### src/rtl/mem_bus_pkg.sv
// mem_bus_pkg: shared arbiter state encodings and picorv32 native bus widths
// ST_GNT0/ST_GNT1 are one-hot so the state register doubles as the owner output.
package mem_bus_pkg;
   localparam int ADDR_W = 32;
   localparam int DATA_W = 32;
   localparam int STRB_W = 4;
   typedef enum logic [1:0] {
      ST_IDLE = 2'b00,
      ST_GNT0 = 2'b01,
      ST_GNT1 = 2'b10
   } state_t;
endpackage

### src/rtl/rr_pick2.sv
// rr_pick2: combinational two-way round-robin choice
// Ports: req0/req1 pending requests, last index of the previous grant,
//        pick grant state to enter (ST_IDLE when nothing is requested).
module rr_pick2
   import mem_bus_pkg::*;
(
   input  logic   req0,
   input  logic   req1,
   input  logic   last,
   output state_t pick
);
   // On a tie the master that was not served last wins.
   assign pick = (req0 & (~req1 | last)) ? ST_GNT0 : req1 ? ST_GNT1 : ST_IDLE;
endmodule

### src/rtl/mem_bus_arbiter.sv
// mem_bus_arbiter: two-master round-robin arbiter for the picorv32 native memory bus
module mem_bus_arbiter
  import mem_bus_pkg::*;
#(
  parameter int                TIMEOUT_CYCLES = 255,
  parameter logic [DATA_W-1:0] TIMEOUT_DATA   = 32'hDEAD_BEEF
)(
  input  logic              clk,
  input  logic              reset,
  input  logic              m0_valid,
  input  logic              m0_instr,
  input  logic [ADDR_W-1:0] m0_addr,
  input  logic [DATA_W-1:0] m0_wdata,
  input  logic [STRB_W-1:0] m0_wstrb,
  output logic              m0_ready,
  output logic [DATA_W-1:0] m0_rdata,
  input  logic              m1_valid,
  input  logic              m1_instr,
  input  logic [ADDR_W-1:0] m1_addr,
  input  logic [DATA_W-1:0] m1_wdata,
  input  logic [STRB_W-1:0] m1_wstrb,
  output logic              m1_ready,
  output logic [DATA_W-1:0] m1_rdata,
  output logic              s_valid,
  output logic              s_instr,
  output logic [ADDR_W-1:0] s_addr,
  output logic [DATA_W-1:0] s_wdata,
  output logic [STRB_W-1:0] s_wstrb,
  input  logic              s_ready,
  input  logic [DATA_W-1:0] s_rdata,
  output logic [1:0]        owner,
  output logic              timeout_flag
);
  state_t            state, next_state, pick;
  logic              last, done, tmo, gnt0, gnt1;
  logic [DATA_W-1:0] rdata;
  rr_pick2 u_pick (
    .req0 (m0_valid),
    .req1 (m1_valid),
    .last (last),
    .pick (pick)
  );
`ifdef MEM_BUS_ARBITER_TIMEOUT_EN
  logic [15:0] wait_cnt;
  assign tmo   = (state != ST_IDLE) & ~s_ready & (wait_cnt == 16'(TIMEOUT_CYCLES - 1));
  assign rdata = tmo ? TIMEOUT_DATA : s_rdata;
  always_ff @(posedge clk) begin
    if (reset || state == ST_IDLE)
      wait_cnt <= '0;
    else if (!s_ready)
      wait_cnt <= wait_cnt + 16'd1;
    if (reset)
      timeout_flag <= 1'b0;
    else if (tmo)
      timeout_flag <= 1'b1;
  end
`else
  assign tmo          = 1'b0;
  assign rdata        = s_rdata;
  assign timeout_flag = 1'b0;
`endif
  assign done = s_ready | tmo;
  assign gnt0 = state == ST_GNT0;
  assign gnt1 = state == ST_GNT1;
  always_ff @(posedge clk) begin
    if (reset) begin
      state <= ST_IDLE;
      last  <= 1'b1;
    end else begin
      state <= next_state;
      if (state == ST_IDLE && pick != ST_IDLE)
        last <= pick == ST_GNT1;
    end
  end
  always_comb next_state = (state == ST_IDLE) ? pick : done ? ST_IDLE : state;
  assign owner    = state;
  assign s_valid  = state != ST_IDLE;
  assign s_instr  = gnt1 ? m1_instr : gnt0 & m0_instr;
  assign s_addr   = gnt1 ? m1_addr  : gnt0 ? m0_addr  : '0;
  assign s_wdata  = gnt1 ? m1_wdata : gnt0 ? m0_wdata : '0;
  assign s_wstrb  = gnt1 ? m1_wstrb : gnt0 ? m0_wstrb : '0;
  assign m0_ready = gnt0 & done;
  assign m1_ready = gnt1 & done;
  assign m0_rdata = rdata;
  assign m1_rdata = rdata;
endmodule

### config.mk
export PLATFORM = sky130hd
export DESIGN_NAME = mem_bus_arbiter
export DESIGN_NICKNAME = d
export VERILOG_FILES = /design/src/rtl/mem_bus_pkg.sv /design/src/rtl/rr_pick2.sv /design/src/rtl/mem_bus_arbiter.sv
export SDC_FILE = /design/constraint.sdc
export NUM_CORES = 1
export LEC_CHECK = 0
export CAP_MARGIN = 0
export CORE_AREA = 4 4 120 122
export DETAILED_ROUTE_END_ITERATION = 10
export DIE_AREA = 0 0 124 126
export PLACE_DENSITY = 0.62
export SLEW_MARGIN = 20
export SYNTH_ARGS = -nofsm -noshare
export SYNTH_HDL_FRONTEND = slang
export SYNTH_SLANG_ARGS = --single-unit
export TNS_END_PERCENT = 1
### constraint.sdc
create_clock -name clk -period 1.7 [get_ports clk]
set_input_delay 0.425 -clock clk [delete_from_list [all_inputs] [get_ports clk]]
set_output_delay 0.425 -clock clk [all_outputs]
set_load 0.02 [all_outputs]
---- After elaboration in Yosys (flattened, before gate mapping) ----
Index checks and enable logic that the tools add are counted.
operators by class
  order comparisons ....................... 0
  shift operators ......................... 0
  multiplexer cells ....................... 11
  bitwise operators ....................... 6
  reductions and logical operators ........ 5
  eq/ne operators ......................... 3
  div/mod/pow operators ................... 0
  $add $sub $neg .......................... 0
  multipliers ............................. 0
operator list
  operator            count
  $mux 32             4
  $mux 2              4
  $mux 4              2
  $reduce_bool 2->1   3
  $and 1x1->1         4
  $eq 2x2->1 const B  2
  $eq 2x1->1 const B  1
  $logic_not 2->1     1
  $logic_and 1x1->1   1
  $mux 1              1
  $not 1->1           1
  $or 1x1->1          1
word-level totals
  memory bits (read-only) ................. 0
  bits in latches ......................... 0
  memories kept ........................... 0
  register bits after elaboration ......... 3
  word-level logic and storage cells ...... 27
  memory bits (writable) .................. 0

---- Logic depth before layout (Yosys ltp) ----
Gate-level depths: netlist of run 1.
  word-level depth ........................ 6
  depth in mapped cells ................... 4
  depth with buffers taken out ............ 3

---- Hierarchy ----
A second synthesis of run 1 with hierarchy kept.
second synthesis, totals
  cell total of the unflattened synthesis .. 171
  area total of the unflattened synthesis .. 1,412.6 um^2
by module, submodules not included
  module           cells each  area an instance (um^2)  times used  seq. area each (um^2)
  mem_bus_arbiter  168         1,393.8                  1           60.1
  rr_pick2         3           18.8                     1           0.0

---- Worst setup path before layout of run 1 ----
No wires, ideal clock.
  path kind ............................... register to output
  from .................................... register state[1] (netlist: owner[1])
  to ...................................... output s_addr[0]
  data arrival time ....................... 1.185 ns
  required time ........................... 1.275 ns
  path buffers ............................ 2
  setup slack ............................. 0.090 ns
  cell stages (with the launch flop) ...... 5
  cells stage by stage .................... dfxtp_1 nor2b_1 buf_2 buf_2 a22o_1
between the ends
  word-level cells in the longest chain between the ends .. 3
  elaborated cells on any way between the ends .. 4
  those cells by class .................... eq/ne (2); mux (2)
RTL lines
  what                    line                   source
  start, declared         mem_bus_arbiter.sv:34  state_t state, next_state, pick;
  start signal, assigned  mem_bus_arbiter.sv:70  state <= next_state;
  $eq 2x1->1              mem_bus_arbiter.sv:63  assign gnt0 = state == ST_GNT0;
  $mux 32                 mem_bus_arbiter.sv:79  assign s_addr = gnt1 ? m1_addr : gnt0 ? m0_addr : '0;
  $mux 32 (*)             mem_bus_arbiter.sv:79
  end, declared           mem_bus_arbiter.sv:26  output logic [ADDR_W-1:0] s_addr,
Mark *: on every way between the ends. The rest lies on a longest branch, timed or not.

---- Final worst setup path of run 1 ----
  from .................................... register state[1] (netlist: owner[1])
  to ...................................... output s_addr[11]
Same word-level chain as after synthesis.

==> metrics.txt, run 1 <==
outcome=finished, violations left; failing checks=negative setup slack; Cells after Synth=170; Period minus WS final=1880 ps; crit-path max FO=5; Setup WS pre-CTS=-486 ps; final wirelength=9580 um; Final Cycle Share=110%; Die Span X=124 um; Die Ht=126 um; worst r2r dst=last; hold crit path type=flip-flop to flip-flop; Fin Setup TNS=-7280 ps; Post-Syn Area=1390 sq um; CTS hold repair buffers=0; TritonCTS clock tree=yes; diode count=0; dpl hpwl=7310 um; Synth Area in Compound Gates=45.7%; Placer Congestion=0.924; top post-synthesis cells by area=a22o_1, buf_4, buf_6, dfxtp_1, buf_2; EDFF count, synth=0; filler instances=1,396; worst-case clock buffer depth=2; Worst setup startpoint=owner[1]; fin area=3670 sq um; RSZ-0062 raised after global routing=yes; root buf cell=clkbuf_16; Synth Area in XOR/XNOR=0%; Fin Clk Skew=0.562 ps; crit path kind=flip-flop to output pin; H-tree depth=1; cell depth of the worst hold path=1; total track usage=10.3%; Synth top cells by count=a22o_1, buf_4, buf_2, buf_6; core area=13,200 sq um; Initial Utilization=10.5%; RR Startpoint=owner[1]; flops & latches, synth=3; ratio of cells with drive above 1 in the final layout=33.4%; largest net degree at the start of global routing=23; data arrival time of the critical path=1450 ps; Final Hold Viols=0; syn nets=345; library cells used by synthesis=17; nets@finish=514; peak supply drop=403 uV; post-synthesis sequential area ratio=4.33%; dpl cell area=3300 sq um; Max Cap Viol=0; critical path launch point type=flip-flop; Post-synth top flop=dfxtp_1; mux share of post-synthesis cell area=0%; Reg2Reg Depth=3; Layout Utilization=27.8%; Synth Area in Simple Gates=4.60%; vias in the first global route=2,056; clk slew on worst S/H paths=30 ps; CTS buffer count=3; DR DRC count=0; Worst setup EP type=output pin; Required @ worst endpoint=1270 ps; Wirelength per Cell=18.6 um; Tot Pwr=1.96 mW; Die Area=15,600 sq um; Layout area overhead=164%; Final Max Slew Viols=0; first-pass GRT wire length=12,300 um; I/O pin total=314; initial antenna violation count=0; DRT Pass-1 Iters=4; biggest area consumer among synthesized cells=a22o_1; 1st-iter DRT viols=109; Finish-stage setup viols=70; PwrDens=535 nW/um^2; Worst-Skew Late Latency=220 ps; CTS sink count=3; IO Port Bufs=216; Leakage=1.59 nW; yosys warns=0; final worst slack=-176 ps; asr flop ratio synth=0%; FF-to-FF setup slack=440 ps; Yosys top cell area share=43.6%; total grt overflow=0; most frequent cell after synthesis=a22o_1; Peak Freq=533 MHz; adder-cell share of the synthesized area=0%; hold endpoint=last; Row Count=42; startpoint of the worst hold path=last; drt via density=3.77; ANT nets after route=0; Via Count=1,936; Syn Area/Cell=8.15 sq um; main combinational cell family by area after synthesis=compound AO/OA/AOI/OAI gates
[layer usage]
| layer | GRT usage [%] | up-vias | routed length [um] |
|---|---|---|---|
| met2 | 20.0 | 103 | 5060 |
| met3 | 2.29 | 11 | 846 |
| met1 | 11.5 | 910 | 3610 |
| met5 | 0 | - | 0 |
| li1 | - | 912 | - |
| met4 | 1.48 | 0 | 68 |
[report_power, final]
group	switching [mW]	leakage [nW]	internal, mW
Combinational	0.629	1.52	0.871
Clock	0.0643	0.0382	0.309
Sequential	0.00854	0.0256	0.0797
[metrics by stage]
| step | std cells | hold WS, ps |
|---|---|---|
| after floorplan | 170 | 477 |
| after global placement | 495 | 498 |
| after detailed placement | 495 | 530 |
| after CTS | 510 | 539 |
| after global routing | 514 | 559 |
| final | 514 | 549 |
[sequential cells by signal (all words and copies together) (netlist names)]
register	cells
owner	2
last	1
[worst max-delay path, cell delays in order (launching register included)]
cell and delay, ps:
dfxtp_2 330, nor2b_4 130, buf_6 140, buf_16 140, buf_6 120, a22o_4 230, buf_6 130
[logic make-up (layout without fill, tap and decap cells)]
kind of cell           after synthesis  in the layout
buffers and inverters               84            252
AOI/OAI and AO/OA                   72             72
and+or+nand+nor                     10             10
DFF                                  3              3
other                                1              1
[timing repair]
| action | in CTS | in global routing |
|---|---|---|
| setup buffers | 8 | 2 |
| setup endpoints to repair | 74 | 72 |
| pin swaps | 23 | 8 |
| gates cloned | 3 | 3 |
| gates resized for setup | 336 | 61 |
[cells in the final DEF (no fill, tap or decap), types with 2 or more instances in the layout]
cell	n
buf_8	2
a22o_1	65
buf_16	2
inv_1	3
nor2b_4	2
dlygate4sd2_1	2
clkdlybuf4s50_1	142
clkbuf_16	6
buf_12	6
dfxtp_2	2
buf_2	6
a22o_4	4
buf_6	46
buf_4	35
[area by class of cell]
class                   count  area [sq um]  area share [%]
well taps                 176           220            6.01
inverters                   3          11.3           0.307
repair buffers            245          2540            69.3
flip-flops and latches      3          62.6            1.71
multi-input cells          83           753            20.5
clock buffers               4          78.8            2.15
[worst max-delay path by stage]
stage | end | slack [ps]
after floorplan | s_addr[0] | 90
after global placement | s_wdata[11] | -480
after detailed placement | s_wdata[11] | -490
after CTS | s_addr[11] | -230
after global routing | s_wdata[17] | -210
final | s_addr[11] | -180
(Power assumes the default switching activity.)
==> run 2: changes to the inputs <==
- PLACE_DENSITY: 0.62 -> 0.64
- SLEW_MARGIN: 20 -> default
- clock period: 1.7 -> 1.5 ns (I/O delays scaled with it)
==> metrics.txt, run 2 (synthesized netlist as in run 1, its figures left out) <==
outcome=finished, violations left; failing checks=negative setup slack; routed wl met3=1310 um (+55%); Finish-stage setup viols=71 (+1.4%); max reg flops=2 (unchanged); core area=13,200 sq um (unchanged); CTS hold repair buffers=0 (unchanged); commonest non-fill, non-tap cell in the layout=clkdlybuf4s50_1; Post-Place Cells=493 (-0.40%); Required @ worst endpoint=1120 ps (-150 ps); Final Hold Viols=0 (unchanged); drt via density=3.92 (+4.1%); DRT Pass-1 Iters=4 (unchanged); commonest cells after routing, fill and taps aside=clkdlybuf4s50_1, a22o_1, buf_6; Final Cycle Share=120%; I/O pin total=314 (unchanged); H-tree depth=1 (unchanged); FF-to-FF setup slack=190 ps (-250 ps); Final Max Slew Viols=0 (unchanged); Row Count=42 (unchanged); Fin Setup TNS=-16,390 ps (-9110 ps); critical path launch point type=flip-flop; Initial Utilization=10.5% (unchanged); Period minus WS final=1790 ps; final worst slack=-295 ps (-119 ps); diode count=0 (unchanged); Peak Freq=557 MHz; Final Non-Filler Cells=503 (-2.1%); IO Port Bufs=216 (unchanged); Die Span X=124 um (unchanged); Layout area overhead=160%; clk slew on worst S/H paths=30 ps (about the same); vias in the first global route=2,215 (+7.7%); Metal-1 WL=2900 um (-20%); top layer in use=met4; Die Ht=126 um (unchanged); total track usage=10.5% (+0.14 points); peak supply drop=524 uV (+30%); crit-path max FO=30 (+25); Worst-Skew Late Latency=220 ps (about the same); Placer Congestion=0.887 (-4.0%); hold crit path type=flip-flop to flip-flop; TritonCTS clock tree=yes; Die Area=15,600 sq um (unchanged); total grt overflow=0 (unchanged); data arrival time of the critical path=1420 ps (-30 ps); CTS sink count=3 (unchanged); DR DRC count=0 (unchanged); 1st-iter DRT viols=34 (-69%); root buf cell=clkbuf_16; worst hold margin=514 ps (-34.2 ps); Layout Utilization=27.3% (-0.49 points); Worst setup EP type=output pin; Max Cap Viol=0 (unchanged); final wirelength=9390 um (-1.9%); filler instances=1,403 (+0.50%); dpl cell area=3280 sq um (-0.61%); first-pass GRT wire length=12,600 um (+2.2%); fin area=3600 sq um (-1.8%); ratio of cells with drive above 1 in the final layout=31.2% (-2.2 points); dpl hpwl=7210 um (-1.5%); nets@finish=503 (-2.1%); worst-case clock buffer depth=2 (unchanged); Leakage=1.52 nW (-4.3%); Fin Clk Skew=0.0426 ps (-0.519 ps); Wirelength per Cell=18.7 um (+0.23%); PwrDens=610 nW/um^2 (+14%); crit path kind=flip-flop to output pin; largest net degree at the start of global routing=31 (+35%); CTS buffer count=3 (unchanged); RSZ-0062 raised after global routing=yes; ANT nets after route=0 (unchanged); initial antenna violation count=0 (unchanged); Via Count=1,972 (+1.9%); met2 wire len=4910 um (-2.8%)
run 2: path summary, 6_finish.rpt:
path | endpoint | cells past startpoint | from
max | s_wdata[28] | 4 | owner[0]
min | last | 1 | last
max reg2reg | owner[0] | 5 | owner[1]
min reg2reg | last | 1 | last
run 2: what timing repair did:
| item | CTS | global route |
|---|---|---|
| gates cloned | 4 | 0 |
| hold endpoints to repair | 0 | 0 |
| gates resized for setup | 385 | 43 |
| setup buffers | 2 | 0 |
| endpoints found under the setup margin | 74 | 71 |
| pin swaps | 48 | 16 |
run 2: cell type report:
type                       instances  area [sq um]  share of cell area (%)
clock buffer                       4          78.8                    2.19
tap                              176           220                    6.12
timing repair buffer             234          2490                    69.1
multi-input combinational         83           736                    20.4
sequential                         3          65.1                    1.81
inverter                           3          11.3                   0.313
run 2: critical path, cell delays in order (launching register included):
cell     delay, ps
dfxtp_2        350
nor2b_4        240
buf_12         210
a22o_1         220
buf_4          160
run 2: report_power, final:
part	internal, mW	switching (mW)
logic	0.968	0.708
registers	0.0899	0.00995
clock network	0.350	0.0698
run 2: layer usage:
layer	GRT usage, %	vias to the layer above
met3	3.59	28
met2	21.0	156
met5	0	-
met1	9.53	897
li1	-	891
met4	3.29	0
run 2: per-stage QoR:
step / power [mW] / worst slack (ps)
floorplan: 0.972 / 37.2
global placement: 1.58 / -548
detailed placement: 1.59 / -560
CTS: 2.18 / -335
global route: 2.29 / -351
finish: 2.20 / -295
